==> config.mk <==
export PLATFORM = sky130hd
export DESIGN_NAME = rst_seq_ctrl
export DESIGN_NICKNAME = d
export VERILOG_FILES = /design/src/rtl/rst_seq_ctrl_pkg.sv /design/src/rtl/rst_seq_ctrl_sync_2ff.sv /design/src/rtl/rst_seq_ctrl.sv
export SDC_FILE = /design/constraint.sdc
export NUM_CORES = 1
export LEC_CHECK = 0
export BUFFER_PORTS_ARGS = -buffer_cell sky130_fd_sc_hd__buf_4
export CELL_PAD_IN_SITES_DETAIL_PLACEMENT = 1
export CELL_PAD_IN_SITES_GLOBAL_PLACEMENT = 2
export CORE_MARGIN = 10
export CORE_UTILIZATION = 39
export CTS_CLUSTER_DIAMETER = 150
export DETAILED_ROUTE_END_ITERATION = 16
export PLACE_DENSITY = 0.89
export SETUP_SLACK_MARGIN = 0.02
export SLEW_MARGIN = 20
export SYNTH_ARGS = -nofsm -noshare
export SYNTH_HDL_FRONTEND = slang
export SYNTH_HIERARCHICAL = 1
export SYNTH_SLANG_ARGS = --single-unit
export TNS_END_PERCENT = 20
==> constraint.sdc <==
create_clock -name clk -period 3.9 [get_ports clk]
set_clock_uncertainty 0.05 [all_clocks]
set_input_delay 0.78 -clock clk [delete_from_list [all_inputs] [get_ports clk]]
set_output_delay 0.78 -clock clk [all_outputs]
set_load 0.05 [all_outputs]
==> src/rtl/rst_seq_ctrl_pkg.sv <==
// Shared definitions for the staged reset sequencer: FSM encoding and stage-select helper.
// Debug LEDs read these state codes, so the values are fixed.
package rst_seq_ctrl_pkg;

  localparam int STATE_W   = 3;
  localparam int MAX_STAGE = 8;

  typedef enum logic [STATE_W-1:0] {
    ST_IDLE     = 3'd0,
    ST_HOLD     = 3'd1,
    ST_WAIT_ACK = 3'd2,
    ST_RUN      = 3'd3
  } state_t;

  // One-hot select of the stage currently being released or acknowledged.
  function automatic logic [MAX_STAGE-1:0] stage_mask(input logic [2:0] idx);
    return MAX_STAGE'(1) << idx;
  endfunction

endpackage

==> src/rtl/rst_seq_ctrl_sync_2ff.sv <==
// Generic two-flop bit synchroniser, reset value 0; used for the PLL lock and button inputs.
// Latency: 2 clk edges. No backpressure.
module sync_2ff (
  input  logic clk,
  input  logic rst_n,
  input  logic d,
  output logic q
);

  logic meta;

  always_ff @(posedge clk or negedge rst_n) begin
    if (!rst_n) begin
      meta <= 1'b0;
      q    <= 1'b0;
    end else begin
      meta <= d;
      q    <= meta;
    end
  end

endmodule

==> src/rtl/rst_seq_ctrl.sv <==
// Staged reset sequencer: after PLL lock, releases N reset domains in order, each gated on its ack.
// Latency: HOLD_CYCLES per stage plus ack wait (bounded by ACK_TIMEOUT). No backpressure; lock loss or soft reset aborts.
module rst_seq_ctrl
  import rst_seq_ctrl_pkg::*;
#(
  parameter int N_STAGES    = 3,
  parameter int HOLD_CYCLES = 16,
  parameter int ACK_TIMEOUT = 1023,
  parameter int CNT_W       = 10
) (
  input  logic                clk,
  input  logic                rst_n,
  input  logic                locked,
  input  logic                soft_rst_req,
  input  logic [N_STAGES-1:0] stage_ack,
  output logic [N_STAGES-1:0] rst_out,
  output logic                all_ready,
  output logic                timeout_err,
  output logic [STATE_W-1:0]  state_dbg
);

  localparam int CNT_NEED = (HOLD_CYCLES > ACK_TIMEOUT) ? HOLD_CYCLES : ACK_TIMEOUT;

  if (N_STAGES < 1 || N_STAGES > MAX_STAGE) begin : g_bad_stages
    $error("rst_seq_ctrl: N_STAGES must be 1..8");
  end
  if (HOLD_CYCLES < 1 || ACK_TIMEOUT < 1) begin : g_bad_cycles
    $error("rst_seq_ctrl: HOLD_CYCLES and ACK_TIMEOUT must be >= 1");
  end
  if (CNT_NEED > (2 ** CNT_W) - 1) begin : g_bad_cnt_w
    $error("rst_seq_ctrl: CNT_W too narrow for HOLD_CYCLES/ACK_TIMEOUT");
  end

  localparam logic [CNT_W-1:0] HOLD_LAST  = CNT_W'(HOLD_CYCLES - 1);
  localparam logic [CNT_W-1:0] ACK_LAST   = CNT_W'(ACK_TIMEOUT - 1);
  localparam logic [CNT_W-1:0] CNT_ONE    = CNT_W'(1);
  localparam logic [CNT_W-1:0] CNT_MAX    = '1;
  localparam logic [2:0]       LAST_STAGE = 3'(N_STAGES - 1);

  state_t               state;
  logic [2:0]           stage;
  logic [CNT_W-1:0]     cnt;
  logic [CNT_W-1:0]     cnt_inc;
  logic                 locked_s;
  logic [MAX_STAGE-1:0] mask_full;
  logic [N_STAGES-1:0]  cur_mask;
  logic                 cur_ack;
  logic                 abort;

  sync_2ff u_lock_sync (
    .clk   (clk),
    .rst_n (rst_n),
    .d     (locked),
    .q     (locked_s)
  );

  assign mask_full = stage_mask(stage);
  assign cur_mask  = mask_full[N_STAGES-1:0];
  // Only the ack of the stage being waited on matters.
  assign cur_ack   = |(stage_ack & cur_mask);
  assign abort     = !locked_s || soft_rst_req;
  assign cnt_inc   = (cnt == CNT_MAX) ? cnt : cnt + CNT_ONE;
  assign state_dbg = state;

  always_ff @(posedge clk or negedge rst_n) begin
    if (!rst_n) begin
      state       <= ST_IDLE;
      stage       <= 3'd0;
      cnt         <= '0;
      rst_out     <= '1;
      all_ready   <= 1'b0;
      timeout_err <= 1'b0;
    end else if (state != ST_IDLE && abort) begin
      // timeout_err is left alone so the cause stays visible until the next attempt.
      state     <= ST_IDLE;
      stage     <= 3'd0;
      cnt       <= '0;
      rst_out   <= '1;
      all_ready <= 1'b0;
    end else begin
      case (state)
        ST_IDLE: begin
          rst_out   <= '1;
          all_ready <= 1'b0;
          if (locked_s) begin
            state       <= ST_HOLD;
            stage       <= 3'd0;
            cnt         <= '0;
            timeout_err <= 1'b0;
          end
        end
        ST_HOLD: begin
          if (cnt == HOLD_LAST) begin
            rst_out <= rst_out & ~cur_mask;
            cnt     <= '0;
            state   <= ST_WAIT_ACK;
          end else begin
            cnt <= cnt_inc;
          end
        end
        ST_WAIT_ACK: begin
          if (cur_ack || cnt == ACK_LAST) begin
            if (!cur_ack) timeout_err <= 1'b1;
            cnt <= '0;
            if (stage == LAST_STAGE) begin
              state     <= ST_RUN;
              all_ready <= 1'b1;
              rst_out   <= '0;
            end else begin
              stage <= stage + 3'd1;
              state <= ST_HOLD;
            end
          end else begin
            cnt <= cnt_inc;
          end
        end
        ST_RUN: begin
          all_ready <= 1'b1;
          rst_out   <= '0;
        end
        default: begin
          state <= ST_IDLE;
        end
      endcase
    end
  end

endmodule
# Word level (Yosys, flattened, before mapping)
# Index checks and enable logic that the tools add are counted.
[classes] n_shift=1 addsub=2 eq_ne=16 n_mux=30 reduce_logical=18 n_bitwise=4
[ops] cell="$mux W10" n=5
[ops] cell="$mux W3" n=12
[ops] cell="$pmux W10 S3" n=1
[ops] cell="$pmux W3 S4" n=2
[ops] cell="$eq A10 B10 Y1 const B" n=2
[ops] cell="$ne A3 B3 Y1 const B" n=4
[ops] cell="$reduce_and A4 Y1" n=3
[ops] cell="$add A10 B1 Y10 const B" n=1
[ops] cell="$eq A10 B4 Y1 const B" n=1
[ops] cell="$eq A3 B2 Y1 const B" n=3
[ops] cell="$reduce_bool A4 Y1" n=2
[ops] cell="$and A3 B3 Y3" n=2
[ops] cell="$mux W1" n=6
[ops] cell="$ne A2 B2 Y1 const B" n=3
[ops] cell="$pmux W3 S2" n=1
[ops] cell="$reduce_bool A3 Y1" n=2
[ops] cell="$reduce_and A5 Y1" n=1
[ops] cell="$reduce_bool A5 Y1" n=1
[ops] cell="$add A3 B1 Y3 const B" n=1
[ops] cell="$eq A3 B1 Y1 const B" n=1
[ops] cell="$logic_not A3 Y1" n=1
[ops] cell="$ne A3 B2 Y1 const B" n=1
[ops] cell="$not A3 Y3" n=1
[ops] cell="$pmux W1 S3" n=1
[ops] cell="other kinds (12)" n=13
[totals] ff_bits=23 wordCells=79 in_bits=7 output_inout_bits=8

# Logic depth before layout (Yosys ltp)
# Gate-level depths: netlist of run 1.
[logic_depth] depth_word=7 mapped_depth=9 depth_no_buf=7

# Modules after synthesis
# The synthesis of run 1 kept the hierarchy.
[modules_own_cells] mod="rst_seq_ctrl" area_per_inst_um2=1421.4 instances=1 seq_area_each_um2=504.2 cells_each=154
[modules_own_cells] mod="sync_2ff" area_per_inst_um2=50.0 instances=1 seq_area_each_um2=50.0 cells_each=2

# Worst setup path after synthesis of run 1
# Ideal clock, no wire load.
[synth_timing] path_type="register -> register" startpoint="register state[0] (netlist: state_dbg[0])" endpoint="register cnt[7]" required_time_ns=3.703 setup_slack_ns=1.502 path_stages_with_launch=10 arrival_ns=2.201 n_path_buf=2 synth_period_minus_slack_ns=2.398 setup_time_ns=0.147 path_cell_list="dfrtp_1 > inv_1 > ha_1 > buf_6 > and2b_2 > a21o_1 > clkbuf_1 > nor3_1 > mux2i_1 > a21oi_1"
[synth_via] elab_chain_len=4 elab_cells_between_ends=10 cone_classes="eq/ne (3); mux (2); reduce/logical (5)"
[synth_rtl] element="start, declared" line_no="rst_seq_ctrl.sv:40" rtl="state_t state;"
[synth_rtl] element="start signal, assigned" line_no="rst_seq_ctrl.sv:67" rtl="state <= ST_IDLE;"
[synth_rtl] element="start signal, assigned" line_no="rst_seq_ctrl.sv:75" rtl="state <= ST_IDLE;"
[synth_rtl] element="start signal, assigned" line_no="rst_seq_ctrl.sv:86" rtl="state <= ST_HOLD;"
[synth_rtl] element="$reduce_bool A3 Y1" line_no="rst_seq_ctrl.sv:73" rtl="end else if (state != ST_IDLE && abort) begin"
[synth_rtl] element="$logic_and A1 B1 Y1" line_no="rst_seq_ctrl.sv:73"
[synth_rtl] element="$ne A3 B2 Y1 (no source line) / $reduce_bool A4 Y1 (equally long branches)"
[synth_rtl] element="$reduce_and A2 Y1 (no source line)"
[synth_rtl] element="end signal, assigned" line_no="rst_seq_ctrl.sv:98" rtl="cnt <= cnt_inc;"
[synth_rtl] element="end signal, assigned" line_no="rst_seq_ctrl.sv:114" rtl="cnt <= cnt_inc;"
[synth_rtl] element="end, declared" line_no="rst_seq_ctrl.sv:42" rtl="logic [CNT_W-1:0] cnt;"
# Several ways; a longest one is shown, not always the timed one.
# A chain may end at the register's enable or synchronous reset.

# Final worst setup path of run 1
[layout_timing] startpoint="register state[0] (netlist: state_dbg[0])" endpoint="register cnt[2]"
# The elaborated chain is that of the path after synthesis.

==> impl_metrics.tcl, run 1 <==
set metrics [dict create \
    gr-total-overflow 0 \
    initial_core_util_pct 40.2 \
    rsz_0062_raised_after_global_routing "no" \
    final_critical_path_setup_slack_ns 1.53 \
    wl_met2_mm 1.79 \
    timing.max_cap.violations 0 \
    post_dp_area_um2 1560 \
    power.clock.fraction_pct 16.1 \
    fmax_mhz 421 \
    final_wtd_congestion 0.882 \
    number_of_enable_flip_flop_cells_after_synthesis 0 \
    diodes 0 \
    clock_sinks 22 \
    std_cell_core_area_um2 3660 \
    htree_levels 1 \
    drt_wl_total_mm 3.61 \
    critical_path_type "reg -> reg" \
    route.top_layer_used "met4" \
    place.detailed.hpwl_mm 2.78 \
    slew-limit-headroom_pct 52.4 \
    critPathLaunchType "flip-flop" \
    grt_max_degree 23 \
    powerDensity_nw_per_um2 559 \
    design_area_um2 1610 \
    globalRouteTotalUtil_pct 11.7 \
    clock-root-buffer "clkbuf_8" \
    synthCells 156 \
    cts_tree "yes" \
    final_min_period_over_clock_period_pct 60.9 \
    yosys_warnings 6 \
    io_buffer_count 13 \
    cts_post_setup_buffers_inserted 0 \
    remaining_drc_errors 0 \
    drive_gt1_share_pct 17.5 \
    synth.ff_latch_count 22 \
    synth_seq_area_share_pct 37.7 \
    synth_largest_type_area_fraction_pct 32.3 \
    top_count_cell_post_synth "dfrtp_1" \
    vias_in_the_first_global_route 1314 \
    final_nets 184 \
    most_frequently_used_flop_master_after_synthesis "dfrtp_1" \
    worstPathRequired_ns 4.03 \
    actual_slew_at_the_worst_max_slew_pin_ns 0.708 \
    numCtsBuffers 3 \
    swShare_pct 45.3 \
    die-height_um 81.4 \
    viasPerCell 5.94 \
    global_route_wire_length_before_repair_mm 6.24 \
    synthesis.nets 173 \
    crit_fanout 14 \
    fin_hold_ws_ns 0.309 \
    wl_met3_um 169 \
    fp.dieW_um 81.4 \
    syn_to_final_growth_pct 9.35 \
    dieArea_um2 6630 \
    count_of_placed_standard_cells_in_the_final_layout_fillers_left_out 214 \
    resized_cells_post_cts 0 \
    endpoint_kind "flip-flop" \
    combPwrFrac_pct 50.7 \
    p_int_w 0.000493 \
    netlist_area_um2 1470 \
    synth_common_cells "dfrtp_1 (19), a21oi_1 (13), ha_1 (10)" \
    max-vdd-ir-drop_v 0.000460 \
    worstSkewPairLatency_ns 0.26 \
    numPlacedInstances 210 \
    setup_tns_ns 0 \
    post-route-min-period_ns 2.37 \
    routedLengthMet1_mm 1.64 \
    avgSynthCellArea_um2 9.43 \
    post-synth-top-area-cell "dfrtp_1" \
    drt-pass1-iter-count 4 \
    path_clk_slew_ns 0.08 \
    finalSetupViolations 0 \
    preCtsSetupSlack_ns 1.52 \
    total_switching_power_w 0.000407 \
    design.portCount 15 \
    ctsHoldBuffers 0 \
    via_count 1272 \
    worst-endpoint-arrival_ns 2.51 \
    cts_max_path_buffers 2 \
    first_iter_violations 42 \
    final-max-slew-violation-count 0 \
    ys_types 53 \
    run_status "completed" \
    synth.top_cells.by_area "dfrtp_1 (32%), ha_1 (8.5%), dfstp_2 (5.4%)" \
    p_leak_nw 0.662 \
    async_flop_share_pct 100 \
    antenna_found_initial 0 \
    seq_power_share_pct 33.1 \
    filler_cell_count 422 \
    drt-wirelength-per-cell_um 16.9 \
    floorplan.rows 22 \
    antenna_left 0 \
    finalHoldViolCount 0 \
    worstHoldPathType "reg -> reg" \
]
critical path, cell delays in order, from the launching register on:
cell and delay, ns:
dfrtp_1 0.43, inv_1 0.14, ha_1 0.43, nor2b_1 0.14, a21oi_1 0.57, a21oi_1 0.19, a31o_2 0.24, o22ai_1 0.11
routing by layer:
| layer | vias up | global-route usage (%) |
|---|---|---|
| met5 | - | 0 |
| met4 | 0 | 3.11 |
| met3 | 2 | 2.62 |
| met2 | 20 | 20.2 |
| met1 | 643 | 14.3 |
| li1 | 607 | - |
cells by family after synthesis:
logic type / synth area share (%)
compound gates: 25.2
xor+xnor: 1.19
fa+ha+maj: 8.50
buf+inv: 6.21
flops: 37.7
mux: 2.21
other cells: 0.255
simple gates: 18.8
power by group through the flow:
| stage | clock network, W | logic (W) | registers, W |
|---|---|---|---|
| final | 0.000145 | 0.000457 | 0.000298 |
| after global routing | 0.000162 | 0.000503 | 0.000305 |
| after CTS | 0.000152 | 0.000463 | 0.000299 |
| after detailed placement | 0 | 0.000457 | 0.000304 |
| after global placement | 0 | 0.000444 | 0.000300 |
| after floorplan | 0 | 0.000286 | 0.000374 |
state kept, by name (all words and copies together), names as in the netlist:
signal            count
cnt                  10
rst_out               3
stage                 3
state_dbg             2
all_ready             1
timeout_err           1
u_lock_sync/meta      1
u_lock_sync/q         1
final timing paths:
check,start,endpoint,slack [ns],cells after the start
min,u_lock_sync/meta,u_lock_sync/q,0.31,0
min reg2reg,u_lock_sync/meta,u_lock_sync/q,0.31,0
min in group asynchronous,rst_n,cnt[7],0.35,1
max reg2reg,state_dbg[0],cnt[2],1.53,7
max in group asynchronous,rst_n,rst_out[0],3.17,1
max,state_dbg[0],cnt[2],1.53,7
stage by stage:
step | total power [W] | utilization, %
after global placement | 0.000744 | 42.7
after detailed placement | 0.000761 | 42.7
after floorplan | 0.000660 | -
after CTS | 0.000914 | 44.0
final | 0.000900 | 44.0
after global routing | 0.000971 | 44.0
cell usage in the layout, fill, tap and decap left out, drive strengths merged, types with 2 or more instances in the layout:
| master | count |
|---|---|
| nand2 | 9 |
| a211oi | 2 |
| nor3 | 8 |
| a21oi | 14 |
| a31oi | 7 |
| nand2b | 5 |
| dfrtp | 19 |
| nand3 | 5 |
| clkbuf | 4 |
| inv | 7 |
| mux2 | 2 |
| o22ai | 2 |
| xnor2 | 2 |
| nand3b | 2 |
| nor2 | 8 |
| a21o | 3 |
| ha | 10 |
| dfstp | 3 |
| and3 | 4 |
| o21ai | 6 |
| o211ai | 3 |
| nand4 | 3 |
| o41ai | 2 |
| buf | 13 |
| o31ai | 2 |
final cells by class:
class / instances / area (um2) / share of cell area, %
Clock buffer: 4 / 45.0 / 2.80
Tap cell: 48 / 60.1 / 3.73
Sequential cell: 22 / 554 / 34.4
Inverter: 7 / 26.3 / 1.63
Timing Repair Buffer: 13 / 97.6 / 6.07
Multi-Input combinational cell: 120 / 826 / 51.3
Power figures use the tool's default switching activity.
==> run 2: changes to the inputs <==
--- a/config.mk
+++ b/config.mk
@@ -5,14 +5,15 @@
 export SDC_FILE = /design/constraint.sdc
 export NUM_CORES = 1
 export LEC_CHECK = 0
+export ABC_AREA = 1
 export BUFFER_PORTS_ARGS = -buffer_cell sky130_fd_sc_hd__buf_4
 export CELL_PAD_IN_SITES_DETAIL_PLACEMENT = 1
 export CELL_PAD_IN_SITES_GLOBAL_PLACEMENT = 2
 export CORE_MARGIN = 10
-export CORE_UTILIZATION = 39
+export CORE_UTILIZATION = 34
 export CTS_CLUSTER_DIAMETER = 150
 export DETAILED_ROUTE_END_ITERATION = 16
-export PLACE_DENSITY = 0.89
+export PLACE_DENSITY = 0.85
 export SETUP_SLACK_MARGIN = 0.02
 export SLEW_MARGIN = 20
 export SYNTH_ARGS = -nofsm -noshare
==> constraint.sdc (replaced) <==
create_clock -name clk -period 2.3 [get_ports clk]
set_clock_uncertainty 0.05 [all_clocks]
set_input_delay 0.46 -clock clk [delete_from_list [all_inputs] [get_ports clk]]
set_output_delay 0.46 -clock clk [all_outputs]
set_load 0.05 [all_outputs]
==> impl_metrics.tcl, run 2 <==
set metrics [dict create \
    synth.top_cells.by_area "dfrtp_1 (29%), nand2_1 (15%), nand3_1 (9.3%)" \
    r2r-start "state_dbg[0]" \
    cts_post_setup_buffers_inserted 0 \
    fmax_mhz 510 \
    synth.ff_latch_count 22 \
    combined_area_of_the_multi_input_logic_cells_um2 940 \
    max-vdd-ir-drop_v 0.000509 \
    io_buffer_count 13 \
    std_cell_core_area_um2 4660 \
    rsz_0062_raised_after_global_routing "no" \
    dieArea_um2 7920 \
    floorplan.rows 25 \
    netlist_area_um2 1620 \
    combPwrFrac_pct 59.3 \
    mostFrequentLayoutCell "nand2_1" \
    die-height_um 89.0 \
    crit_fanout 13 \
    worstPathCellList "inv_1 -> ha_1 -> inv_2 -> nand2_2 -> nand4_2 -> nand3_1 -> nand2_1 -> nand2_1" \
    finalHoldViolCount 0 \
    regToRegSetupSlack_ns 0.34 \
    ys_types 29 \
    final_min_period_over_clock_period_pct 85.2 \
    top_register "cnt" \
    seq_power_share_pct 27.7 \
    global_route_wire_length_before_repair_mm 7.28 \
    remaining_drc_errors 0 \
    sequential_cell_area_um2 554 \
    fin_hold_ws_ns 0.0179 \
    grt_max_degree 23 \
    endpoint_kind "flip-flop" \
    syn_to_final_growth_pct 11.1 \
    drt_wl_total_mm 4.06 \
    globalRoute.busiestLayer "met2" \
    via_count 1440 \
    filler_cell_count 597 \
    path_clk_slew_ns 0.09 \
    most_frequently_used_flop_master_after_synthesis "dfrtp_1" \
    drt-wirelength-per-cell_um 14.2 \
    initial_core_util_pct 34.7 \
    grtUsageMet3_pct 2.28 \
    top_count_cell_post_synth "nand2_1" \
    clock-root-buffer "clkbuf_8" \
    timing.max_cap.violations 0 \
    post-synth-top-area-cell "dfrtp_1" \
    reg.largest.list "cnt (10), rst_out (3), stage (3)" \
    run_status "completed" \
    resized_cells_post_cts 0 \
    critPathMostFrequentCell "nand2_1" \
    final_nets 249 \
    vias_in_the_first_global_route 1525 \
    worst_r2r_endpoint "stage[2]" \
    antenna_found_initial 0 \
    synth_largest_type_area_fraction_pct 29.4 \
    fp.dieW_um 89.0 \
    power.clock.fraction_pct 13.0 \
    final_wtd_congestion 0.779 \
    preCtsSetupSlack_ns 0.371 \
    worstSkewPairLatency_ns 0.27 \
    gr-total-overflow 0 \
    async_flop_share_pct 100 \
    layout_common_cells "nand2_1 (63), nand3_1 (30), inv_1 (21), dfrtp_1 (19), buf_4 (13)" \
    swShare_pct 52.0 \
    ctsHoldBuffers 0 \
    antenna_left 0 \
    synth_seq_area_share_pct 34.2 \
    total_power_w 0.00204 \
    numCtsBuffers 3 \
    post-route-min-period_ns 1.96 \
    met2_demand_to_capacity_share_in_global_routing_pct 18.8 \
    r2r.worst_path.cells 8 \
    worstPathRequired_ns 2.46 \
    setup_tns_ns 0 \
    synthCells 218 \
    synth_common_cells "nand2_1 (63), nand3_1 (30), inv_1 (21)" \
    number_of_enable_flip_flop_cells_after_synthesis 0 \
    powerDensity_nw_per_um2 1130 \
    p_leak_nw 0.944 \
    yosys_warnings 6 \
    avgSynthCellArea_um2 7.43 \
    finalSetupViolations 0 \
    worst-endpoint-arrival_ns 2.12 \
    cts_tree "yes" \
    largest_register_ffs 10 \
    total_switching_power_w 0.00106 \
    worstHoldPathType "in -> async" \
    design.portCount 15 \
    viasPerCell 5.05 \
    global_route.usage.met1_pct 15.0 \
    final_critical_path_setup_slack_ns 0.340 \
    critPathLaunchType "flip-flop" \
    slowest_delay_ns 0.44 \
    globalRouteTotalUtil_pct 11.5 \
    cpMaxStageDelayCell "dfrtp_1" \
    p_int_w 0.000980 \
    drive_gt1_share_pct 19.0 \
    htree_levels 1 \
    diodes 0 \
    place.detailed.hpwl_mm 3.13 \
    first_iter_violations 50 \
    final-max-slew-violation-count 0 \
    cts_max_path_buffers 2 \
    synthesis.nets 235 \
    clock_sinks 22 \
    critical_path_type "reg -> reg" \
    drt-pass1-iter-count 4 \
]
run 2: cell types whose count changed after synthesis, sizes merged, moves of 8 or more:
| cell | previous run | this run |
|---|---|---|
| nor2 | 8 | 16 |
| nand4 | 3 | 14 |
| inv | 7 | 25 |
| nand2 | 9 | 71 |
| nand3 | 5 | 33 |
| a21oi | 14 | 5 |
run 2: logic make-up after synthesis:
kind of cell	count (synthesis)	share of synthesized area, %
AO/OA/AOI/OAI	13	4.17
XOR/XNOR	4	2.16
adder cells (fa/ha/maj)	10	7.73
buffers and inverters	29	7.73
flip-flops	22	34.2
other	1	0.232
AND/OR/NAND/NOR	139	43.7
run 2: worst max-delay path, delay by kind of cell, from the launching register on:
kind                     cells  cell delay [ns]
AND/OR/NAND/NOR              5             0.97
adder cells (fa/ha/maj)      1             0.25
flip-flops                   1             0.44
buffers and inverters        2             0.19
run 2: routing by layer:
metal	up-vias	wire, um
li1	738	-
met1	687	2050
met2	10	1850
met3	5	107
met4	0	51
met5	-	0
run 2: metrics by stage:
step	area (um2)	util, %	cells
after detailed placement	1750	37.6	281
after CTS	1800	38.6	285
after global placement	1750	37.6	281
after global routing	1800	38.6	285
final	1800	38.6	285
after floorplan	1620	-	218
run 2: power by group through the flow:
stage	combinational [W]	clock [W]	sequential [W]
finish	0.00121	0.000265	0.000566
global route	0.00138	0.000296	0.000584
CTS	0.00123	0.000283	0.000568
detailed placement	0.00122	0	0.000577
global placement	0.00121	0	0.000571
floorplan	0.000753	0	0.000742
run 2: worst max path at each step:
stage | start | to | slack (ns) | cells past startpoint
after global routing | state_dbg[0] | stage[1] | 0.1 | 8
final | state_dbg[0] | stage[2] | 0.34 | 8
after CTS | state_dbg[0] | stage[0] | 0.33 | 8
after detailed placement | state_dbg[0] | stage[0] | 0.37 | 8
after floorplan | state_dbg[0] | all_ready | 0.32 | 11
after global placement | state_dbg[0] | stage[0] | 0.44 | 8
run 2: layout make-up:
type                            count  area share [%]
Inverter                           25            5.22
Clock buffer                        4            2.51
Sequential cell                    22            30.8
Tap cell                           54            3.76
Timing Repair Buffer               13            5.43
Multi-Input combinational cell    167            52.3
